### src/rtl/rv_pkg.sv
// Shared RV32I pipeline definitions: opcodes, funct3 encodings and the
// memory-stage state type.
package rv_pkg;

  localparam logic [6:0] OPC_LOAD  = 7'b0000011;
  localparam logic [6:0] OPC_STORE = 7'b0100011;

  localparam logic [2:0] F3_B  = 3'b000;
  localparam logic [2:0] F3_H  = 3'b001;
  localparam logic [2:0] F3_W  = 3'b010;
  localparam logic [2:0] F3_BU = 3'b100;
  localparam logic [2:0] F3_HU = 3'b101;

  typedef enum logic {
    IDLE   = 1'b0,
    ACCESS = 1'b1
  } mem_state_t;

endpackage

### src/rtl/mem_access_if.sv
// Data-memory bus: req/ack handshake with word address, byte enables and
// lane-replicated write data. The memory stage is the master.
interface mem_access_if;

  logic        dmem_req;
  logic        dmem_we;
  logic [31:0] dmem_addr;
  logic [31:0] dmem_wdata;
  logic [3:0]  dmem_be;
  logic [31:0] dmem_rdata;
  logic        dmem_ack;

  modport master (
    output dmem_req, dmem_we, dmem_addr, dmem_wdata, dmem_be,
    input  dmem_rdata, dmem_ack
  );

  modport slave (
    input  dmem_req, dmem_we, dmem_addr, dmem_wdata, dmem_be,
    output dmem_rdata, dmem_ack
  );

endinterface

### src/rtl/lsu_align.sv
// Byte-lane logic for loads and stores: legality check, store byte enables
// and replicated write data, and load extraction with sign/zero extension.
module lsu_align
  import rv_pkg::*;
(
  input  logic [2:0]  funct3,
  input  logic [1:0]  lane,
  input  logic        is_load,
  input  logic        is_store,
  input  logic [31:0] rs2,
  input  logic [31:0] rdata,
  output logic [3:0]  be,
  output logic [31:0] wdata,
  output logic [31:0] load_data,
  output logic        illegal
);

  logic [7:0]  rd_byte;
  logic [15:0] rd_half;

  // Flag unsupported funct3 values and accesses that cross their natural alignment.
  always_comb begin
    // NOTE: every output of a combinational block gets a default first, so no path leaves it unassigned and no latch is inferred.
    illegal = 1'b0;
    if (is_load) begin
      case (funct3)
        F3_B, F3_BU: illegal = 1'b0;
        F3_H, F3_HU: illegal = lane[0];
        F3_W:        illegal = |lane;
        default:     illegal = 1'b1;
      endcase
    end else if (is_store) begin
      case (funct3)
        F3_B:    illegal = 1'b0;
        F3_H:    illegal = lane[0];
        F3_W:    illegal = |lane;
        default: illegal = 1'b1;
      endcase
    end
  end

  // Store side: enable only the addressed lanes and replicate the data across the word.
  always_comb begin
    be    = 4'b1111;
    wdata = rs2;
    case (funct3[1:0])
      2'b00: begin
        be    = 4'b0001 << lane;
        wdata = {4{rs2[7:0]}};
      end
      2'b01: begin
        be    = lane[1] ? 4'b1100 : 4'b0011;
        wdata = {2{rs2[15:0]}};
      end
      default: begin
        be    = 4'b1111;
        wdata = rs2;
      end
    endcase
  end

  // Load side: pick the addressed byte/half and extend it to 32 bits.
  always_comb begin
    case (lane)
      2'd0:    rd_byte = rdata[7:0];
      2'd1:    rd_byte = rdata[15:8];
      2'd2:    rd_byte = rdata[23:16];
      default: rd_byte = rdata[31:24];
    endcase
    rd_half = lane[1] ? rdata[31:16] : rdata[15:0];
    case (funct3)
      F3_B:    load_data = {{24{rd_byte[7]}}, rd_byte};
      F3_BU:   load_data = {24'd0, rd_byte};
      F3_H:    load_data = {{16{rd_half[15]}}, rd_half};
      F3_HU:   load_data = {16'd0, rd_half};
      default: load_data = rdata;
    endcase
  end

endmodule

### src/rtl/mem_access.sv
// RV32I memory stage: passes ALU results through, runs loads/stores over the
// data-memory bus, aborts hung accesses, and emits a one-cycle writeback bundle.
module mem_access
  import rv_pkg::*;
#(
  parameter int TIMEOUT_CYCLES = 16
) (
  input  logic        req,
  input  logic        reset_n,
  input  logic        stall_in,
  input  logic        valid_in,
  input  logic [6:0]  opcode_in,
  input  logic [2:0]  funct3_in,
  input  logic [31:0] result_in,
  input  logic [31:0] rs2_value_in,
  input  logic [4:0]  rd_in,
  input  logic        rd_write_in,
  mem_access_if.master bus,
  output logic        stall_out,
  output logic        wb_valid,
  output logic [4:0]  wb_rd,
  output logic        wb_rd_write,
  output logic [31:0] wb_data,
  output logic        misaligned_out,
  output logic        bus_err_out
);

  localparam int CW = $clog2(TIMEOUT_CYCLES + 1);

  mem_state_t    state, state_next;
  logic [CW-1:0] cnt;
  logic [2:0]    lat_funct3;
  logic [1:0]    lat_lane;
  logic [4:0]    lat_rd;
  logic          lat_rd_write;

  logic        is_load_in, is_store_in, is_mem_in;
  logic        in_access, timeout_hit;
  logic        accept_alu, accept_mem, reject, complete, abort;
  logic [3:0]  al_be;
  logic [31:0] al_wdata, al_load_data;
  logic        al_illegal;

  assign is_load_in  = (opcode_in == OPC_LOAD);
  assign is_store_in = (opcode_in == OPC_STORE);
  assign is_mem_in   = is_load_in | is_store_in;
  assign in_access   = (state == ACCESS);
  assign timeout_hit = (cnt == CW'(TIMEOUT_CYCLES - 1));

  // In IDLE the aligner checks the presented op; in ACCESS it formats read data for the latched op.
  lsu_align u_align (
    .funct3    (in_access ? lat_funct3 : funct3_in),
    .lane      (in_access ? lat_lane : result_in[1:0]),
    .is_load   (in_access ? !bus.dmem_we : is_load_in),
    .is_store  (in_access ? bus.dmem_we : is_store_in),
    .rs2       (rs2_value_in),
    .rdata     (bus.dmem_rdata),
    .be        (al_be),
    .wdata     (al_wdata),
    .load_data (al_load_data),
    .illegal   (al_illegal)
  );

  // State register.
  always_ff @(posedge req or negedge reset_n) begin
    // NOTE: sequential state uses non-blocking assignments so every flop samples pre-edge values regardless of block order.
    if (!reset_n) state <= IDLE;
    else          state <= state_next;
  end

  // Next-state: leave IDLE on an accepted legal access, return once it finishes or times out.
  always_comb begin
    state_next = state;
    case (state)
      IDLE:    if (accept_mem) state_next = ACCESS;
      ACCESS:  if (complete || abort) state_next = IDLE;
      default: state_next = IDLE;
    endcase
  end

  // Control decode and upstream stall; a held pipeline (stall_in) produces no events.
  always_comb begin
    accept_alu = 1'b0;
    accept_mem = 1'b0;
    reject     = 1'b0;
    complete   = 1'b0;
    abort      = 1'b0;
    stall_out  = 1'b0;
    case (state)
      IDLE: begin
        stall_out = valid_in && is_mem_in && !al_illegal;
        if (valid_in && !stall_in) begin
          if (!is_mem_in)     accept_alu = 1'b1;
          else if (al_illegal) reject    = 1'b1;
          else                accept_mem = 1'b1;
        end
      end
      ACCESS: begin
        complete  = !stall_in && bus.dmem_ack;
        abort     = !stall_in && !bus.dmem_ack && timeout_hit;
        stall_out = !(complete || abort);
      end
      default: ;
    endcase
  end

  // Timeout counter: counts unacknowledged ACCESS cycles, frozen while stall_in is high.
  always_ff @(posedge req or negedge reset_n) begin
    if (!reset_n)                              cnt <= '0;
    else if (!in_access || complete || abort)  cnt <= '0;
    else if (!stall_in)                        cnt <= cnt + 1'b1;
  end

  // Registered bus outputs, latched op fields and the writeback bundle.
  always_ff @(posedge req or negedge reset_n) begin
    if (!reset_n) begin
      bus.dmem_req   <= 1'b0;
      bus.dmem_we    <= 1'b0;
      bus.dmem_addr  <= '0;
      bus.dmem_wdata <= '0;
      bus.dmem_be    <= '0;
      lat_funct3     <= '0;
      lat_lane       <= '0;
      lat_rd         <= '0;
      lat_rd_write   <= 1'b0;
      wb_valid       <= 1'b0;
      wb_rd          <= '0;
      wb_rd_write    <= 1'b0;
      wb_data        <= '0;
      misaligned_out <= 1'b0;
      bus_err_out    <= 1'b0;
    end else if (!stall_in) begin
      wb_valid       <= 1'b0;
      misaligned_out <= 1'b0;
      bus_err_out    <= 1'b0;
      if (accept_alu) begin
        wb_valid    <= 1'b1;
        wb_rd       <= rd_in;
        wb_rd_write <= rd_write_in;
        wb_data     <= result_in;
      end
      if (reject) begin
        wb_valid       <= 1'b1;
        misaligned_out <= 1'b1;
        wb_rd          <= rd_in;
        wb_rd_write    <= 1'b0;
        wb_data        <= result_in;
      end
      if (accept_mem) begin
        bus.dmem_req   <= 1'b1;
        bus.dmem_we    <= is_store_in;
        bus.dmem_addr  <= {result_in[31:2], 2'b00};
        bus.dmem_wdata <= al_wdata;
        bus.dmem_be    <= al_be;
        lat_funct3     <= funct3_in;
        lat_lane       <= result_in[1:0];
        lat_rd         <= rd_in;
        lat_rd_write   <= rd_write_in;
      end
      if (complete) begin
        bus.dmem_req <= 1'b0;
        wb_valid     <= 1'b1;
        wb_rd        <= lat_rd;
        wb_rd_write  <= bus.dmem_we ? 1'b0 : lat_rd_write;
        if (!bus.dmem_we) wb_data <= al_load_data;
      end
      if (abort) begin
        bus.dmem_req <= 1'b0;
        wb_valid     <= 1'b1;
        bus_err_out  <= 1'b1;
        wb_rd        <= lat_rd;
        wb_rd_write  <= 1'b0;
      end
    end
  end

endmodule

### src/flat_wrapper.sv
// flat-port wrapper written by rule: the top's interface ports become plain ports
module mem_access_flat import rv_pkg::*;
#(
  parameter int TIMEOUT_CYCLES = 16
)
  (req, reset_n, stall_in, valid_in, opcode_in, funct3_in, result_in, rs2_value_in, rd_in, rd_write_in, stall_out, wb_valid, wb_rd, wb_rd_write, wb_data, misaligned_out, bus_err_out, bus_dmem_req, bus_dmem_we, bus_dmem_addr, bus_dmem_wdata, bus_dmem_be, bus_dmem_rdata, bus_dmem_ack);
  mem_access_if bus_i ();
  input  logic req;
  input  logic reset_n;
  input  logic stall_in;
  input  logic valid_in;
  input  logic [6:0] opcode_in;
  input  logic [2:0] funct3_in;
  input  logic [31:0] result_in;
  input  logic [31:0] rs2_value_in;
  input  logic [4:0] rd_in;
  input  logic rd_write_in;
  output logic stall_out;
  output logic wb_valid;
  output logic [4:0] wb_rd;
  output logic wb_rd_write;
  output logic [31:0] wb_data;
  output logic misaligned_out;
  output logic bus_err_out;
  output wire logic [$bits(bus_i.dmem_req)-1:0] bus_dmem_req;
  output wire logic [$bits(bus_i.dmem_we)-1:0] bus_dmem_we;
  output wire logic [$bits(bus_i.dmem_addr)-1:0] bus_dmem_addr;
  output wire logic [$bits(bus_i.dmem_wdata)-1:0] bus_dmem_wdata;
  output wire logic [$bits(bus_i.dmem_be)-1:0] bus_dmem_be;
  input wire logic [$bits(bus_i.dmem_rdata)-1:0] bus_dmem_rdata;
  input wire logic [$bits(bus_i.dmem_ack)-1:0] bus_dmem_ack;
  assign bus_dmem_req = bus_i.dmem_req;
  assign bus_dmem_we = bus_i.dmem_we;
  assign bus_dmem_addr = bus_i.dmem_addr;
  assign bus_dmem_wdata = bus_i.dmem_wdata;
  assign bus_dmem_be = bus_i.dmem_be;
  assign bus_i.dmem_rdata = bus_dmem_rdata;
  assign bus_i.dmem_ack = bus_dmem_ack;
  mem_access #(.TIMEOUT_CYCLES(TIMEOUT_CYCLES)) u_core (.req(req), .reset_n(reset_n), .stall_in(stall_in), .valid_in(valid_in), .opcode_in(opcode_in), .funct3_in(funct3_in), .result_in(result_in), .rs2_value_in(rs2_value_in), .rd_in(rd_in), .rd_write_in(rd_write_in), .bus(bus_i), .stall_out(stall_out), .wb_valid(wb_valid), .wb_rd(wb_rd), .wb_rd_write(wb_rd_write), .wb_data(wb_data), .misaligned_out(misaligned_out), .bus_err_out(bus_err_out));
endmodule
### config.mk
export PLATFORM = sky130hd
export DESIGN_NAME = mem_access_flat
export DESIGN_NICKNAME = d
export VERILOG_FILES = /design/src/rtl/rv_pkg.sv /design/src/rtl/mem_access_if.sv /design/src/rtl/lsu_align.sv /design/src/rtl/mem_access.sv /design/src/flat_wrapper.sv
export SDC_FILE = /design/constraint.sdc
export NUM_CORES = 1
export LEC_CHECK = 0
export ABC_AREA = 1
export BUFFER_PORTS_ARGS = -buffer_cell sky130_fd_sc_hd__buf_2
export CAP_MARGIN = 40
export CORE_ASPECT_RATIO = 1.75
export CORE_UTILIZATION = 56
export DETAILED_ROUTE_END_ITERATION = 16
export PLACE_DENSITY = 0.83
export SLEW_MARGIN = 10
export SYNTH_ARGS = -nofsm -noshare
export SYNTH_HDL_FRONTEND = slang
export SYNTH_SLANG_ARGS = --single-unit
export TNS_END_PERCENT = 1
### constraint.sdc
create_clock -name req -period 3 [get_ports req]
set_input_delay 0.15 -clock req [delete_from_list [all_inputs] [get_ports req]]
set_output_delay 0.15 -clock req [all_outputs]
set_load 0.02 [all_outputs]
### Word level (Yosys, flattened, before mapping)

Cells that the tools add are included.

| operators by class | value |
|---|---|
| mux-type cells | 55 |
| bitwise gates (word level) | 3 |
| equality and inequality tests | 11 |
| add/subtract/negate cells | 1 |
| shifts and indexed selects | 1 |
| multipliers | 0 |
| order comparisons | 0 |
| div/mod/pow operators | 0 |
| reduce and logical (&&, ||, !) cells | 27 |

Operator list:

| operator | number |
|---|---|
| two-way mux 32 bit | 4 |
| one-hot mux 32 bit (4 select lines) | 1 |
| one-hot mux 32 bit (2 select lines) | 1 |
| two-way mux 1 bit | 33 |
| two-way mux 5 bit | 6 |
| one-hot mux 8 bit (3 select lines) | 1 |
| two-way mux 16 bit | 1 |
| one-hot mux 4 bit (2 select lines) | 1 |
| equality test 7 x 2 -> 1 bit (second input constant) | 1 |
| equality test 7 x 6 -> 1 bit (second input constant) | 1 |
| equality test 3 bit (second input constant) | 2 |
| logical AND 1 bit | 6 |
| zero test 1 bit | 6 |
| one-hot mux 1 bit (3 select lines) | 2 |
| AND reduction 2 bit | 3 |
| OR reduction 2 bit | 3 |
| adder 5 x 1 -> 5 bit (second input constant) | 1 |
| equality test 5 x 4 -> 1 bit (second input constant) | 1 |
| equality test 2 x 1 -> 1 bit (second input constant) | 2 |
| zero test 2 bit | 2 |
| logical OR 1 bit | 4 |
| two-way mux 4 bit | 1 |
| one-hot mux 1 bit (2 select lines) | 2 |
| nonzero test 4 bit | 1 |
| other kinds (11) | 12 |

| storage, ports and cells | value |
|---|---|
| register bits after elaboration | 126 |
| memories | 0 |
| bits in latches | 0 |
| logic and storage cells | 115 |
| memory bits (writable) | 0 |
| bits of input ports | 117 |
| ROM bits | 0 |

### Logic depth before layout (Yosys ltp)

Gate-level depths: netlist of run 1.

| depth | value |
|---|---|
| depth in word-level cells | 12 |
| depth in mapped cells | 15 |

### By module

Synthesis of run 1 repeated with hierarchy kept, for this count alone.

| second synthesis, totals | value |
|---|---|
| cell total of the unflattened synthesis | 990 |
| area total of the unflattened synthesis | 7499.7 sq um |

Modules (own cells, without submodules):

| module | area an instance (sq um) | instances | cells an instance |
|---|---|---|---|
| mem_access | 5982.0 | 1 | 699 |
| lsu_align | 1517.7 | 1 | 291 |

### Worst setup path before layout of run 1

No wires, ideal clock.

| timing path | value |
|---|---|
| path kind | register -> register |
| from | register u_core.state, in the netlist u_core.in_access |
| to | register u_core.bus.dmem_be[2] |
| clock period less this slack | 1.732 ns |
| buffers on the path | 3 |
| required time | 2.883 ns |
| path slack | 1.268 ns |
| cell stages (with the launch flop) | 14 |
| arrival time | 1.616 ns |
| path through | dfrtp_1 > inv_2 > buf_6 > nand2_1 > nor2_2 > inv_2 > nor2_4 > inv_1 > a21oi_2 > buf_6 > buf_6 > nand4_1 > o21ai_1 > inv_2 |

| on the way | value |
|---|---|
| longest elaborated chain between the ends | 10 |
| elaborated cells between the ends (all ways) | 26 |
| those cells by class | eq/ne (5); shift (1); mux (14); reduce/logical (6) |

Ends and longest elaborated chain:

| element | RTL line | text |
|---|---|---|
| from (decl) | mem_access.sv:30 | `mem_state_t state, state_next;` |
| from (signal assigned) | mem_access.sv:68 | `else state <= state_next;` |
| two-way mux 3 bit / two-way mux 2 bit (equally long branches) | mem_access.sv:52, mem_access.sv:53 |  |
| equality test 3 x 2 -> 1 bit (tied with other cells) | lsu_align.sv:26, lsu_align.sv:33 |  |
| one-hot mux 1 bit (3 select lines) / OR reduction 2 bit (equally long branches) | lsu_align.sv:33, lsu_align.sv:26 |  |
| two-way mux 1 bit / one-hot mux 1 bit (3 select lines) (equally long branches) | lsu_align.sv:32, lsu_align.sv:26 |  |
| two-way mux 1 bit | lsu_align.sv:25 | `if (is_load) begin` |
| two-way mux 1 bit | mem_access.sv:94 | `else if (al_illegal) reject = 1'b1;` |
| two-way mux 1 bit | mem_access.sv:93 | `if (!is_mem_in) accept_alu = 1'b1;` |
| two-way mux 1 bit | mem_access.sv:92 | `if (valid_in && !stall_in) begin` |
| two-way mux 1 bit | mem_access.sv:89 | `case (state)` |
| AND reduction 2 bit (no line) | -- |  |
| to (signal assigned) | mem_access.sv:154 | `bus.dmem_be <= al_be;` |
| to (decl) | mem_access_if.sv:14 | `output dmem_req, dmem_we, dmem_addr, dmem_wdata, dmem_be,` |

Several ways; a longest one is shown, not always the timed one.
A chain may end at the register's enable or synchronous reset.

### Worst setup path after layout of run 1

| timing path | value |
|---|---|
| from | register u_core.cnt[0] |
| to | output stall_out |

| on the way | value |
|---|---|
| longest elaborated chain between the ends | 5 |

Ends and longest elaborated chain:

| element | RTL line | text |
|---|---|---|
| from (decl) | mem_access.sv:31 | `logic [CW-1:0] cnt;` |
| from (signal assigned) | mem_access.sv:111 | `else if (!stall_in) cnt <= cnt + 1'b1;` |
| equality test 5 x 4 -> 1 bit | mem_access.sv:48 | `assign timeout_hit = (cnt == CW'(TIMEOUT_CYCLES - 1));` |
| logical AND 1 bit | mem_access.sv:100 | `abort = !stall_in && !bus.dmem_ack && timeout_hit;` |
| logical OR 1 bit | mem_access.sv:101 | `stall_out = !(complete \|\| abort);` |
| zero test 1 bit | mem_access.sv:101 |  |
| one-hot mux 1 bit (2 select lines) | mem_access.sv:89 |  |
| to (decl) | flat_wrapper.sv:18 | `output logic stall_out;` |

Every way passes these cells.

==> results of run 1 <==
-- power by group through the flow --
stage | Clock, W | Combinational (W) | Sequential, W
floorplan | 0 | 0.000785 | 0.00231
global placement | 0 | 0.00151 | 0.00208
detailed placement | 0 | 0.00154 | 0.00209
CTS | 0.00201 | 0.00158 | 0.00206
global route | 0.00208 | 0.00176 | 0.00209
finish | 0.00200 | 0.00159 | 0.00207
-- area by class of cell --
class	count	area, sq um	share of cell area
diodes	1	2.50	0.000266
clock inverters	12	113	0.0120
repair buffers	276	1640	0.175
multi-input cells	733	3330	0.354
well taps	168	210	0.0224
inverters	129	484	0.0515
clock buffers	20	467	0.0496
flip-flops and latches	126	3150	0.335
-- layout by cell type (no fill, tap or decap), types with 13 or more instances in the layout --
cell type / Yosys / final
nor2_1: 67 / 67
clkbuf_16: 0 / 17
inv_1: 113 / 113
buf_2: 16 / 225
dlygate4sd3_1: 0 / 33
inv_2: 16 / 16
nand2_1: 428 / 427
a21oi_1: 69 / 69
nand3_1: 56 / 56
buf_4: 10 / 14
dfrtp_1: 126 / 126
o21ai_0: 43 / 43
o21ai_2: 13 / 13
-- flip-flops by register name (all words and copies together) (netlist names) --
name and flops:
u_core.bus.dmem_wdata 32, u_core.wb_data 32, u_core.bus.dmem_addr 30, u_core.cnt 5
u_core.lat_rd 5, u_core.wb_rd 5, u_core.bus.dmem_be 4, u_core.lat_funct3 3
u_core.lat_lane 2, u_core.bus.dmem_req 1, u_core.bus.dmem_we 1, u_core.bus_err_out 1
u_core.in_access 1, u_core.lat_rd_write 1, u_core.misaligned_out 1, u_core.wb_rd_write 1
u_core.wb_valid 1
-- through the flow --
stage / cell area, sq um / util / power (W) / cells / hold slack, ns
final: 9400 / 0.744 / 0.00565 / 1465 / 0.0127
after global routing: 9400 / 0.744 / 0.00593 / 1465 / 0.0340
after CTS: 9400 / 0.744 / 0.00565 / 1464 / 0.00211
after detailed placement: 8490 / 0.672 / 0.00363 / 1399 / 0.163
after global placement: 8490 / 0.672 / 0.00360 / 1399 / 0.163
after floorplan: 7320 / - / 0.00310 / 1044 / -0.146
-- path summary, 6_finish.rpt --
check | slack (ns) | start | to
max reg2reg | 0.55 | u_core.in_access | u_core.wb_data[31]
min | 0.01 | rd_in[1] | u_core.lat_rd[1]
max in group asynchronous | 1.95 | reset_n | u_core.bus.dmem_addr[16]
min in group asynchronous | 0.26 | reset_n | u_core.bus.dmem_addr[6]
min reg2reg | 0.47 | u_core.wb_rd[0] | u_core.wb_rd[0]
max | 0.40 | u_core.cnt[0] | stall_out
-- worst reg2reg max path: stages, from the launching register on --
cell	delay, ns
dfrtp_1	0.59
inv_2	0.20
nand2_1	0.10
nand2_1	0.14
nand2_1	0.12
buf_4	0.19
nor2_1	0.07
nand2_1	0.43
nand3_1	0.24
nand2_1	0.12
inv_1	0.04
nand2_1	0.06
nand2_1	0.05
-- per-layer routing --
| metal | GRT usage | up-vias | share of wire |
|---|---|---|---|
| met5 | 0 | - | 0 |
| met4 | 0.213 | 0 | 0.053 |
| met3 | 0.0810 | 90 | 0.072 |
| met2 | 0.595 | 375 | 0.52 |
| met1 | 0.367 | 3551 | 0.36 |
| li1 | - | 3706 | - |
-- logic make-up after synthesis --
logic type	share of synthesized area
flip-flops	0.431
AO/OA/AOI/OAI	0.127
buffers and inverters	0.116
adder cells (fa/ha/maj)	0.00342
other	0.000513
XOR/XNOR	0.00120
AND/OR/NAND/NOR	0.321
==> flow_summary.toml, run 1 <==
[run_status]
outcome = "completed"

[setup_path]
cp-end-kind = "output pin"
crit_chain = "ha_1 -> nand2_1 -> nor2_1 -> ha_1 -> nand3_1 -> nand2_1 -> nor2_1 -> inv_1 -> o21ai_0 -> buf_2"
crit_buf_inv = 2
crit_type = "register to output pin"
worstRegToRegCells = 12
crit_path_max_incr_delay_ns = 0.40
cp.required_ns = 2.85
path_depth = 10
arrival_ns = 2.45
crit_slowest_cell = "dfrtp_1"
cp_top_family = "simple AND/OR/NAND/NOR gates"
startpoint_type = "register"
critPathMaxFanout = 12

[logic_synthesis]
synth_cell_types = 32
synth.most_common_cell = "nand2_1"
post-synth-top-area-fraction = 0.431
synth_edf_count = 0
synth_top_area_cell = "dfrtp_1"
ys_warn_count = 0
ys_ff_latch = 126
synth_flop_cell = "dfrtp_1"
synth-seq-area-share = 0.431
synth.area.top_cells = "dfrtp_1 (43%), nand2_1 (22%), inv_1 (5.8%)"
syn_inst = 1043
synth_common_cells = "nand2_1 (428), dfrtp_1 (126), inv_1 (113)"
netlist_area_sq_um = 7320
synthArstFlopShare = 1.00
syn_avg_cell_area_sq_um = 7.01

[drt]
first_pass_iters = 5
wirelength_microns = 22400
via_count = 7722
post_drt_wl_per_cell_microns = 15.3
postRouteAntennaNets = 0
routed_via_density = 5.27
drc = 0
drt_iter0_drc = 547

[sta]
max_freq_mhz = 384
finalHoldViolCount = 0
tns_ns = 0
drv_slew = 0
rsz0062_at_grt = "false"
setup_violations = 0
worst_pin_slew_ns = 0.752
period_minus_slack_ns = 2.60
slew_headroom = 0.497
finClkSkew_ns = 0.0112
setup_ws_ns = 0.396
finalCritPeriodShare = 0.868

[clocking]
postCtsSetupBuffers = 0
cts_resized = 0
cts-root-buf = "clkbuf_16"
clockBufferDepth = 2
ctsHoldBuffers = 33
cts_sinks = 126
tritoncts = "done"
path_clk_slew_ns = 0.06
clock_latency_ns = 0.42
cts-buffers-inserted = 17
htreeDepth = 4

[power_and_ir_drop]
pwr-share-comb = 0.281
sw_frac_of_total = 0.354
p_per_area_nw_per_um2 = 601
seq_power_share = 0.366
intPower_w = 0.00365
pwr-share-clk = 0.353
peakVddDrop_uv = 470
p_sw_w = 0.00200
leakagePower_nw = 5.49

[global_route]
track_usage = 0.344
grt_overflow = 0
grt_max_degree = 61
grt_pass1_vias = 7514
antenna_found_initial = 1
grt_pass1_wl_microns = 35500

[placement]
pre_cts_slack_ns = 0.578
gp_congestion = 0.972
io_buffers = 226
hpwl_microns = 15700

[floorplanning]
coreArea_sq_um = 12600
num_io_pins = 229
die_h_microns = 153
rows = 54
start_util = 0.579
die_w_microns = 88.4
die-area_sq_um = 13500

[finish]
fin_nets = 1402
drive_gt1_frac = 0.259
nFillCells = 1011
syn_to_final_growth_pct = 28.5

[worst_hold_path]
min_path_type = "input port to register"
min_path_cells = 3

[flow_run]
cap_violations = 0
Power figures use the tool's default switching activity.
==> inputs of run 2 (changes only) <==
- ABC_AREA: 1 -> default
- CORE_UTILIZATION: 56 -> 54
==> run 2 against run 1 <==
Non-clock buffer count up 28. Critical path depth down 3. First-iteration DRC count down 19%. Design area down 8.6%. Via count down 15%. Critical path type is now register to register. Synthesized cell count down 32%. Combinational power down 50%.
==> flow_summary.toml, run 2 <==
[run_status]
outcome = "completed"

[clocking]
ctsHoldBuffers = 61
clockBufferDepth = 2
cts-root-buf = "clkbuf_16"
postCtsSetupBuffers = 0
clock_latency_ns = 0.41
cts_sinks = 126
cts_resized = 0
cts-buffers-inserted = 17
htreeDepth = 4
path_clk_slew_ns = 0.05
tritoncts = "done"

[setup_path]
crit_buf_inv = 1
arrival_ns = 2.95
crit_slowest_cell = "nand3_1"
cp-end-kind = "register"
path_common_cell = "o21ai_1"
cp_top_family = "simple AND/OR/NAND/NOR gates"
cp.required_ns = 3.27
critPathMaxFanout = 18
crit_chain = "buf_4 -> nor4b_1 -> o21ai_1 -> o21ai_1 -> nand3_1 -> a21oi_1 -> a211oi_1"
crit_type = "register to register"
crit_path_max_incr_delay_ns = 0.62
startpoint_type = "register"

[floorplanning]
num_io_pins = 229
rows = 51
die_h_microns = 144
die-area_sq_um = 11900
die_w_microns = 82.9
coreArea_sq_um = 11200
start_util = 0.554

[global_route]
grt_pass1_wl_microns = 31900
grt_pass1_vias = 6428
grt_max_degree = 65
antenna_found_initial = 0
grt_overflow = 0
track_usage = 0.344

[drt]
post_drt_wl_per_cell_microns = 18.1
drc = 0
routed_via_density = 5.77
drt_iter0_drc = 442
via_count = 6563
postRouteAntennaNets = 0
wirelength_microns = 20600
first_pass_iters = 5

[sta]
finClkSkew_ns = 0.00712
setup_ws_ns = 0.315
rsz0062_at_grt = "false"
worst_pin_slew_ns = 0.807
max_freq_mhz = 372
drv_slew = 0
tns_ns = 0
slew_headroom = 0.460
finalCritPeriodShare = 0.895
finalHoldViolCount = 0
setup_violations = 0
period_minus_slack_ns = 2.69

[logic_synthesis]
netlist_area_sq_um = 6190
post-synth-top-area-fraction = 0.510
synth_common_cells = "nand2_1 (235), dfrtp_1 (126), nor2_1 (74)"
ys_ff_latch = 126
synthArstFlopShare = 1.00
synth.area.top_cells = "dfrtp_1 (51%), nand2_1 (14%), nor2_1 (4.5%)"
syn_inst = 714
synth-seq-area-share = 0.510
synth_cell_types = 52
synth.most_common_cell = "nand2_1"
ys_warn_count = 0
synth_flop_cell = "dfrtp_1"
syn_avg_cell_area_sq_um = 8.67
synth_edf_count = 0
synth_top_area_cell = "dfrtp_1"

[worst_hold_path]
min_path_type = "input port to register"

[finish]
drive_gt1_frac = 0.290
fin_nets = 1112
reg.largest.list = "u_core.bus.dmem_wdata: 32 flops, u_core.wb_data: 32 flops, u_core.bus.dmem_addr: 30 flops"
final_common_cell = "nand2_1"
layout_common_cells = "nand2_1 (235), buf_2 (225), dfrtp_1 (126)"
diodes = 0
syn_to_final_growth_pct = 38.9
fin_area_sq_um = 8600

[power_and_ir_drop]
pwr-share-comb = 0.170
pwr-share-clk = 0.425
leakagePower_nw = 4.53
p_per_area_nw_per_um2 = 541
p_sw_w = 0.00130
seq_power_share = 0.406
sw_frac_of_total = 0.279
peakVddDrop_uv = 498
intPower_w = 0.00336

[placement]
pre_cts_slack_ns = 0.502
hpwl_microns = 13700
io_buffers = 226
gp_congestion = 0.936
placed_cell_area_sq_um = 7420

[flow_run]
cap_violations = 0
-- run 2: changes by cell type in the layout (fill, tap and decap cells not counted), sizes merged, moves of 16 or more --
cell | before | now
nand2 | 435 | 235
inv | 130 | 5
nand3 | 61 | 6
o21ai | 68 | 27
a21oi | 70 | 40
dlygate4sd3 | 33 | 61
a211oi | 0 | 27
nor3 | 1 | 28
mux2i | 0 | 21
o211ai | 16 | 0
-- run 2: metal layers --
layer | up-vias | track usage | part of all wire
met5 | - | 0 | 0
met4 | 0 | 0.213 | 0.060
met3 | 97 | 0.0787 | 0.073
met2 | 403 | 0.610 | 0.52
met1 | 3059 | 0.371 | 0.35
li1 | 3004 | - | -
-- run 2: area by class of cell --
type / count / area [sq um]
sequential: 126 / 3150
multi-input combinational: 539 / 2800
fill: 807 / 2570
timing repair buffer: 304 / 1900
clock buffer: 19 / 443
tap: 132 / 165
clock inverter: 12 / 121
inverter: 5 / 18.8
-- run 2: power by group through the flow --
| stage | Combinational (W) | Clock (W) | Sequential, W |
|---|---|---|---|
| 3_5_place_dp | 0.000713 | 0 | 0.00191 |
| 3_3_place_gp | 0.000699 | 0 | 0.00191 |
| 5_1_grt | 0.000847 | 0.00206 | 0.00190 |
| 6_report | 0.000789 | 0.00198 | 0.00189 |
| 2_1_floorplan | 0.000253 | 0 | 0.00204 |
| 4_1_cts | 0.000777 | 0.00199 | 0.00188 |
-- run 2: cell families after synthesis --
logic type                 share of synthesized area
and+or+nand+nor                                0.242
AOI/OAI and AO/OA                              0.156
DFF                                            0.510
buffers and inverters                         0.0410
muxes                                         0.0421
xor gates and xnor gates                     0.00425
adders and majority gates                    0.00404
other                                       0.000606
-- run 2: path summary, 6_finish.rpt --
| check | from | end | slack [ns] | depth (start not counted) |
|---|---|---|---|---|
| setup / recovery | u_core.in_access | u_core.wb_data[17] | 0.31 | 7 |
| hold / removal | funct3_in[2] | u_core.lat_funct3[2] | 0.009 | 3 |
| setup reg to reg | u_core.in_access | u_core.wb_data[17] | 0.31 | 7 |
| hold reg to reg | u_core.bus.dmem_addr[17] | u_core.bus.dmem_addr[17] | 0.47 | 2 |
| max in group asynchronous | reset_n | u_core.bus.dmem_wdata[10] | 1.86 | 3 |
| min in group asynchronous | reset_n | u_core.bus.dmem_addr[11] | 0.31 | 2 |
-- run 2: tightest hold or removal path: stages --
cell and delay, ns:
buf_2 0.12, nand2_1 0.06, nand2_1 0.06
-- run 2: stage by stage --
stage	hold slack, ns	cells	utilization	power, W
2_1_floorplan	-0.146	715	-	0.00229
4_1_cts	0.00191	1137	0.770	0.00465
5_1_grt	0.0117	1137	0.770	0.00480
3_3_place_gp	0.238	1044	0.664	0.00261
6_report	0.00930	1137	0.770	0.00465
3_5_place_dp	0.237	1045	0.665	0.00262
